==> src/rtl/mp3_pkg.sv <==
// Shared definitions for the MP3 player control blocks.
package mp3_pkg;

    localparam logic [3:0] SCI_VOL_ADDR = 4'hB;
    localparam logic [7:0] MUTE_ATT     = 8'hFE;

    typedef enum logic {
        IDLE = 1'b0,
        REQ  = 1'b1
    } sci_state_e;

endpackage

==> src/rtl/btn_debounce.sv <==
// Button conditioner: 2-FF synchronizer, stability counter, press pulse.
// The press pulse is high in the same cycle the debounced level first reads 1.
module btn_debounce #(
    parameter int DEBOUNCE_CYCLES = 500000
) (
    input  logic clk,
    input  logic rst_n,
    input  logic btn_raw,
    output logic btn_level,
    output logic btn_press
);
    localparam int CNT_W = $clog2(DEBOUNCE_CYCLES + 1);
    localparam logic [CNT_W-1:0] CNT_LAST = CNT_W'(DEBOUNCE_CYCLES - 1);

    logic             sync1_q, sync1_d;
    logic             sync2_q, sync2_d;
    logic             level_q, level_d;
    logic             press_q, press_d;
    logic [CNT_W-1:0] cnt_q, cnt_d;

    // Count consecutive cycles the synchronized input disagrees with the
    // debounced level; any agreeing cycle restarts the count.
    always_comb begin
        sync1_d = btn_raw;
        sync2_d = sync1_q;
        level_d = level_q;
        press_d = 1'b0;
        cnt_d   = '0;
        if (sync2_q != level_q) begin
            if (cnt_q == CNT_LAST) begin
                level_d = sync2_q;
                press_d = sync2_q;
            end else begin
                cnt_d = cnt_q + 1'b1;
            end
        end
    end

    // Synchronizer, debounced level and counter registers.
    always_ff @(posedge clk or negedge rst_n) begin
        if (!rst_n) begin
            sync1_q <= 1'b0;
            sync2_q <= 1'b0;
            level_q <= 1'b0;
            press_q <= 1'b0;
            cnt_q   <= '0;
        end else begin
            sync1_q <= sync1_d;
            sync2_q <= sync2_d;
            level_q <= level_d;
            press_q <= press_d;
            cnt_q   <= cnt_d;
        end
    end

    assign btn_level = level_q;
    assign btn_press = press_q;

endmodule

==> src/rtl/vol_ctrl.sv <==
// Volume controller: buttons -> saturating attenuation level, LED level
// output, and coalesced SCI_VOL writes through a req/ack handshake.
//
//   state | meaning
//   IDLE  | no write in flight; issue one when dirty
//   REQ   | sci_req high, sci_data frozen until sci_ack
module vol_ctrl
    import mp3_pkg::*;
#(
    parameter int DEBOUNCE_CYCLES = 500000,
    parameter int REPEAT_DELAY    = 25000000,
    parameter int REPEAT_PERIOD   = 5000000,
    parameter int MAX_LEVEL       = 8,
    parameter int DEFAULT_LEVEL   = 4,
    parameter int ATT_STEP        = 16
) (
    input  logic        clk,
    input  logic        rst_n,
    input  logic        btn_up,
    input  logic        btn_down,
    input  logic        btn_mute,
    output logic [4:0]  vol_level,
    output logic        muted,
    output logic        sci_req,
    output logic [3:0]  sci_addr,
    output logic [15:0] sci_data,
    input  logic        sci_ack
);
    localparam int REP_MAX = (REPEAT_DELAY > REPEAT_PERIOD) ? REPEAT_DELAY : REPEAT_PERIOD;
    localparam int REP_W   = $clog2(REP_MAX + 1);
    localparam logic [REP_W-1:0] REP_DLY = REP_W'(REPEAT_DELAY);
    localparam logic [REP_W-1:0] REP_PER = REP_W'(REPEAT_PERIOD);
    localparam logic [REP_W-1:0] REP_ONE = REP_W'(1);
    localparam logic [4:0] MAX_LVL = 5'(MAX_LEVEL);
    localparam logic [4:0] DEF_LVL = 5'(DEFAULT_LEVEL);

    function automatic logic [7:0] att_of(input logic m, input logic [4:0] lvl);
        return m ? MUTE_ATT : 8'(int'(lvl) * ATT_STEP);
    endfunction

    logic [1:0] lvl_ud, press_ud, held, step;
    logic       mute_lvl, mute_press, both;

    btn_debounce #(.DEBOUNCE_CYCLES(DEBOUNCE_CYCLES)) u_db_up (
        .clk(clk), .rst_n(rst_n), .btn_raw(btn_up),
        .btn_level(lvl_ud[0]), .btn_press(press_ud[0]));
    btn_debounce #(.DEBOUNCE_CYCLES(DEBOUNCE_CYCLES)) u_db_down (
        .clk(clk), .rst_n(rst_n), .btn_raw(btn_down),
        .btn_level(lvl_ud[1]), .btn_press(press_ud[1]));
    btn_debounce #(.DEBOUNCE_CYCLES(DEBOUNCE_CYCLES)) u_db_mute (
        .clk(clk), .rst_n(rst_n), .btn_raw(btn_mute),
        .btn_level(mute_lvl), .btn_press(mute_press));

    assign both = lvl_ud[0] & lvl_ud[1];
    assign held = both ? 2'b00 : lvl_ud;

    logic [1:0][REP_W-1:0] rep_q, rep_d;
    logic [4:0]            level_q, level_d;
    logic                  muted_q, muted_d;
    logic [4:0]            vol_level_q, vol_level_d;
    logic [7:0]            att_cur, att_nxt;
    logic                  att_chg;

    // Auto-repeat down-timers: press loads the delay, terminal count steps
    // and reloads the period; release or both-held parks the timer at 0.
    always_comb begin
        for (int i = 0; i < 2; i++) begin
            rep_d[i] = '0;
            step[i]  = 1'b0;
            if (held[i]) begin
                if (press_ud[i]) begin
                    rep_d[i] = REP_DLY;
                    step[i]  = 1'b1;
                end else if (rep_q[i] == REP_ONE) begin
                    rep_d[i] = REP_PER;
                    step[i]  = 1'b1;
                end else if (rep_q[i] != '0) begin
                    rep_d[i] = rep_q[i] - 1'b1;
                end
            end
        end
    end

    // Level and mute update; mute beats a same-cycle up/down step.
    always_comb begin
        level_d = level_q;
        muted_d = muted_q;
        if (mute_press) begin
            muted_d = ~muted_q;
        end else if (step != 2'b00) begin
            if (muted_q) begin
                muted_d = 1'b0;
            end else if (step[0] && level_q != 5'd0) begin
                level_d = level_q - 5'd1;
            end else if (step[1] && level_q != MAX_LVL) begin
                level_d = level_q + 5'd1;
            end
        end
        vol_level_d = muted_d ? MAX_LVL : level_d;
        att_cur     = att_of(muted_q, level_q);
        att_nxt     = att_of(muted_d, level_d);
        att_chg     = (att_cur != att_nxt);
    end

    // Level, mute, display and repeat-timer registers.
    always_ff @(posedge clk or negedge rst_n) begin
        if (!rst_n) begin
            rep_q       <= '0;
            level_q     <= DEF_LVL;
            muted_q     <= 1'b0;
            vol_level_q <= DEF_LVL;
        end else begin
            rep_q       <= rep_d;
            level_q     <= level_d;
            muted_q     <= muted_d;
            vol_level_q <= vol_level_d;
        end
    end

    sci_state_e  state_q, state_d;
    logic        dirty_q, dirty_d;
    logic [15:0] sci_data_q, sci_data_d;

    // SCI write FSM. The latch captures the pre-change att, so a change in
    // the issuing cycle leaves dirty set for a follow-up write.
    always_comb begin
        state_d    = state_q;
        dirty_d    = dirty_q | att_chg;
        sci_data_d = sci_data_q;
        case (state_q)
            IDLE: begin
                if (dirty_q) begin
                    sci_data_d = {att_cur, att_cur};
                    dirty_d    = att_chg;
                    state_d    = REQ;
                end
            end
            REQ: begin
                if (sci_ack) begin
                    state_d = IDLE;
                end
            end
        endcase
    end

    // SCI FSM state register; dirty resets high so the initial volume is written.
    always_ff @(posedge clk or negedge rst_n) begin
        if (!rst_n) begin
            state_q    <= IDLE;
            dirty_q    <= 1'b1;
            sci_data_q <= '0;
        end else begin
            state_q    <= state_d;
            dirty_q    <= dirty_d;
            sci_data_q <= sci_data_d;
        end
    end

    assign vol_level = vol_level_q;
    assign muted     = muted_q;
    assign sci_req   = (state_q == REQ);
    assign sci_addr  = SCI_VOL_ADDR;
    assign sci_data  = sci_data_q;

endmodule

==> config.mk <==
export PLATFORM = sky130hd
export DESIGN_NAME = vol_ctrl
export DESIGN_NICKNAME = d
export VERILOG_FILES = /design/src/rtl/mp3_pkg.sv /design/src/rtl/btn_debounce.sv /design/src/rtl/vol_ctrl.sv
export SDC_FILE = /design/constraint.sdc
export NUM_CORES = 1
export LEC_CHECK = 0
export ABC_AREA = 1
export CORE_ASPECT_RATIO = 0.75
export CORE_MARGIN = 4
export CORE_UTILIZATION = 46
export CTS_BUF_LIST = sky130_fd_sc_hd__clkbuf_8
export CTS_CLUSTER_SIZE = 20
export DETAILED_ROUTE_END_ITERATION = 16
export GPL_ROUTABILITY_DRIVEN = 0
export PLACE_DENSITY = 0.73
export SYNTH_ARGS = -nofsm -noshare
export SYNTH_HDL_FRONTEND = slang
export SYNTH_SLANG_ARGS = --single-unit
==> constraint.sdc <==
create_clock -name clk -period 5.7 [get_ports clk]
set_clock_uncertainty 0.1 [all_clocks]
set_input_delay 1.71 -clock clk [delete_from_list [all_inputs] [get_ports clk]]
set_output_delay 1.71 -clock clk [all_outputs]
set_load 0.05 [all_outputs]
======== Word-level counts from Yosys, hierarchy flattened ========
Cells that the tools add are included.
storage, ports and cells
  flip-flop bits (word level) ............. 148
  input bits .............................. 6
  output and inout port bits .............. 27
  logic and storage cells ................. 96
cells by class
  add/subtract/negate cells ............... 7
  equal/unequal tests ..................... 10
  muxes and demuxes ....................... 42
  bitwise gates (word level) .............. 4
  reduce and logical (&&, ||, !) cells .... 10
operator list
  cell                     number
  $mux W25                 8
  $mux W19                 6
  $add A19 B1 Y19 const B  3
  $eq A19 B19 Y1 const B   3
  $eq A25 B1 Y1 const B    2
  $reduce_bool A25 Y1      2
  $sub A25 B1 Y25 const B  2
  $mux W5                  6
  $mux W1                  18
  $mux W8                  2
  $ne A8 B8 Y1             1
  $reduce_and A2 Y1        4
  $add A5 B1 Y5 const B    1
  $ne A5 B4 Y1 const B     1
  $reduce_bool A5 Y1       1
  $sub A5 B1 Y5 const B    1
  $ne A1 B1 Y1             3
  $logic_and A1 B1 Y1      2
  $mux W2                  1
  $not A1 Y1               2
  $pmux W1 S2              1
  $reduce_bool A2 Y1       1
  $and A1 B1 Y1            1
  $or A1 B1 Y1             1

======== Logic depth before layout (Yosys ltp) ========
  depth after elaboration ................. 15
  gate-level depth with buffers ........... 15
  mapped depth without buffers ............ 15

======== Cells and area by module ========
From an unflattened synthesis, not the netlist that was laid out.
second synthesis, totals
  cells, all modules ...................... 956
  area, all modules ....................... 7773.7 um^2
modules (own cells, without submodules)
  module                         times used  cells each  area each (um^2)  seq. area each (um^2)
  vol_ctrl                       1           510         4106.4            1705.4
  btn_debounce at u_db_down ...  2           149         1223.7            575.6
  btn_debounce at u_db_mute      1           148         1219.9            575.6

======== Worst setup path before layout ========
Ideal clock, no wire load.
  path kind ............................... reg2out
  start point ............................. register, netlist name sci_data[11]
  end point ............................... output port sci_data[10]
  arrival time ............................ 977 ps
  required time ........................... 3890 ps
  setup slack ............................. 2913 ps
  cell stages (with the launch flop) ...... 2
  path buffers ............................ 1
  cell sequence ........................... dfrtp_1 > buf_4
RTL lines
  element        RTL line        RTL
  end, declared  vol_ctrl.sv:26  output logic [15:0] sci_data,

======== Final worst setup path ========
  start point ............................. register vol_level_q[2] (netlist: vol_level[2])
  end point ............................... output port vol_level[2]
RTL lines
  element                 RTL line         RTL
  start, declared         vol_ctrl.sv:60   logic [4:0] vol_level_q, vol_level_d;
  start signal, assigned  vol_ctrl.sv:116  vol_level_q <= vol_level_d;
  end, declared           vol_ctrl.sv:22   output logic [4:0] vol_level,
No word-level cell between the ends.

==> metrics.txt <==
reg-to-reg startpoint rep_q[1]$_DFF_PN0_; Tot GR Track Use 16.99%; Die ar. 17,980 um^2; post-route clock period utilization 62.32%; ANT nets after route 0; H-tree depth 4; Mapped Area 7306 um^2; final setup violation count 0; GRT overflow 0; setup bufs post-CTS 0; post-DR wirelength/cell 12.86 um; min Tclk post-route 3552 ps; cell count of the worst hold path 0; RSZ-0062 raised after global routing false; PwrDens 223.9 nW/um^2; Final Power 0.001815 W; R2R cell count 12; Slew headroom 49.58%; Pre-Repair DR Iteration Count 5; CTS tree done; Chip Height 117.1 um; Vias 5,563; PortBufs 26; # DRC 0; starting density of the core 47.38%; row count 39; clk slew on worst S/H paths 80 ps; crit-path max cell delay 790 ps; Worst-Skew Late Latency 440 ps; Post-Synthesis Cells 858; kind of end point of the critical path output pin; Critical Path RT 3890 ps; Worst VDD drop 129.3 uV; vias per inst 5.021; CP Launch Type flop; clk root buf clkbuf_8; Leakage 3.912 nW; Hold Startpoint u_db_up.sync1_q$_DFF_PN0_; final wirelength 14,250 um; CTS resizes 0; cts hold-fix bufs 0; CTS Sinks 137; Layout area overhead 11.00%; syn_area_per_cell 8.515 um^2; Final Max Slew Viols 0; Buf+Inv Stages, Crit Path 1; fraction of layout cells with a size suffix above 1 12.40%; Ports 33; synth warn 0; die width 153.5 um; Worst R2R End vol_level[2]$_DFF_PN1_; dpl hpwl 10,320 um; largest net degree at the start of global routing 84; Hold Path Sink u_db_up.sync2_q$_DFF_PN0_; vias in the first global route 5,355; Worst EP arrival 1740 ps; CP max stage cell clkdlybuf4s50_1; Bufs on Longest Clock Path 2; WHS 251.2 ps; Max FO, Critical Path 1; dominant cell type by area after synthesis dfrtp_1; Final Hold Viols 0; Cell Chain, Critical Path clkdlybuf4s50_1; TritonCTS Buffers 17; status finished, final reports clean; R2R setup slack 3380 ps; sequential element share of the synthesized area 46.98%; antenna violations before repair 0; Peak Freq 281.5 MHz; Layout Nets 907; Initial DRC Count 328; unique cell type count in the Yosys netlist 47; Hold Crit Class reg2reg; Slew @ Worst Pin 756.3 ps; Max Cap Viol 0; CP delay by family, top buffers and inverters; Setup TNS 0 ps; Core ar. 15,420 um^2; diodes inserted 0; first-pass GRT wire length 25,240 um; Synth top area share 45.90%; Setup CP Type reg2out; Yosys reg bits 137; synth top area cells dfrtp_1, nor2_1, nand2_1
## kinds of logic after synthesis
kind of cell               synth area share (%)
DFF                                       46.98
and+or+nand+nor                           29.77
xor gates and xnor gates                  6.234
other                                    0.1028
buffers and inverters                     7.518
adders and majority gates                 1.884
AOI/OAI and AO/OA                         7.519
## worst reg2reg max path, delay by kind of cell, from the launching register on
family,cells,cell delay (ps)
adders and majority gates,1,160
buffers and inverters,2,140
DFF,1,390
AOI/OAI and AO/OA,3,700
and+or+nand+nor,6,730
## state kept, by name, summed over array words and instances, names as in the netlist, 5 cells and up
| signal | count |
|---|---|
| vol_level | 5 |
| u_db_down.cnt_q | 19 |
| sci_data | 5 |
| level_q | 5 |
| u_db_mute.cnt_q | 19 |
| rep_q | 50 |
| u_db_up.cnt_q | 19 |
## routing by layer
metal / global-route usage (%) / wire length [um] / share of wire [%]
met5: 0 / 0 / 0
met4: 3.941 / 119 / 0.83
met3: 3.712 / 478 / 3.4
met2: 26.48 / 6359 / 45
met1: 24.61 / 7296 / 51
## layout make-up
type | count | area [um^2]
fill | 1452 | 7311
tap | 205 | 256.5
sequential | 137 | 3432
multi-input combinational | 595 | 3339
timing repair buffer | 28 | 276.5
inverter | 111 | 416.7
clock buffer | 17 | 234.0
clock inverter | 15 | 153.9
## metrics by stage
stage / cell area [um^2] / cells / util [%] / setup slack, ps
6_report: 8109 / 1108 / 52.59 / 2148
3_5_place_dp: 7721 / 1076 / 50.07 / 2598
5_1_grt: 8109 / 1108 / 52.59 / 2067
4_1_cts: 8109 / 1108 / 52.59 / 2117
3_3_place_gp: 7721 / 1076 / 50.07 / 2610
2_1_floorplan: 7321 / 862 / - / 2913
## synthesized netlist by cell type, drive strengths merged
library cell / number
and3: 1
o21a: 2
nand3b: 5
nor2: 151
clkbuf: 2
buf: 17
nand3: 63
o21ai: 38
a32oi: 1
o21bai: 1
nand2: 130
or3: 1
o211ai: 3
dfstp: 3
or2: 3
a22oi: 1
a41oi: 1
inv: 109
dfrtp: 134
nor4: 12
xnor2: 18
a31oi: 6
conb: 2
and2: 1
nor3: 31
clkinv: 2
nor3b: 3
ha: 11
a21oi: 48
nand4: 24
xor2: 34
## report_power, final
| part | switching, W | leakage (nW) | internal [W] | total (W) |
|---|---|---|---|---|
| registers | 0.00000529 | 1.88 | 0.000979 | 0.000984 |
| clock network | 0.000388 | 0.194 | 0.000389 | 0.000777 |
| logic | 0.0000430 | 1.84 | 0.0000117 | 0.0000547 |
## cell usage in the layout, fill, tap and decap left out, drive strengths merged
cell type	n
nor2	151
dfrtp	134
nand2	130
inv	112
nand3	63
a21oi	48
o21ai	38
xor2	34
nor3	31
clkdlybuf4s50	25
nand4	24
xnor2	18
clkbuf	17
nor4	12
ha	11
clkinv	9
a31oi	6
conb	6
nand3b	5
or2	3
o211ai	3
clkinvlp	3
dfstp	3
nor3b	3
buf	3
o21a	2
bufinv	2
a41oi	1
and2	1
or3	1
o21bai	1
a32oi	1
and3	1
a22oi	1
## worst max-delay path by stage
stage,from,slack (ps),end,depth (start not counted)
4_1_cts,vol_level[2]$_DFF_PN1_,2120,vol_level[2],1
3_3_place_gp,vol_level[2]$_DFF_PN1_,2610,vol_level[2],1
3_5_place_dp,vol_level[2]$_DFF_PN1_,2600,vol_level[2],1
2_1_floorplan,sci_data[11]$_DFFE_PN0P_,2910,sci_data[10],1
5_1_grt,sci_data[11]$_DFFE_PN0P_,2070,sci_data[2],1
6_report,vol_level[2]$_DFF_PN1_,2150,vol_level[2],1
No activity file was read; power rests on OpenSTA's default activity.
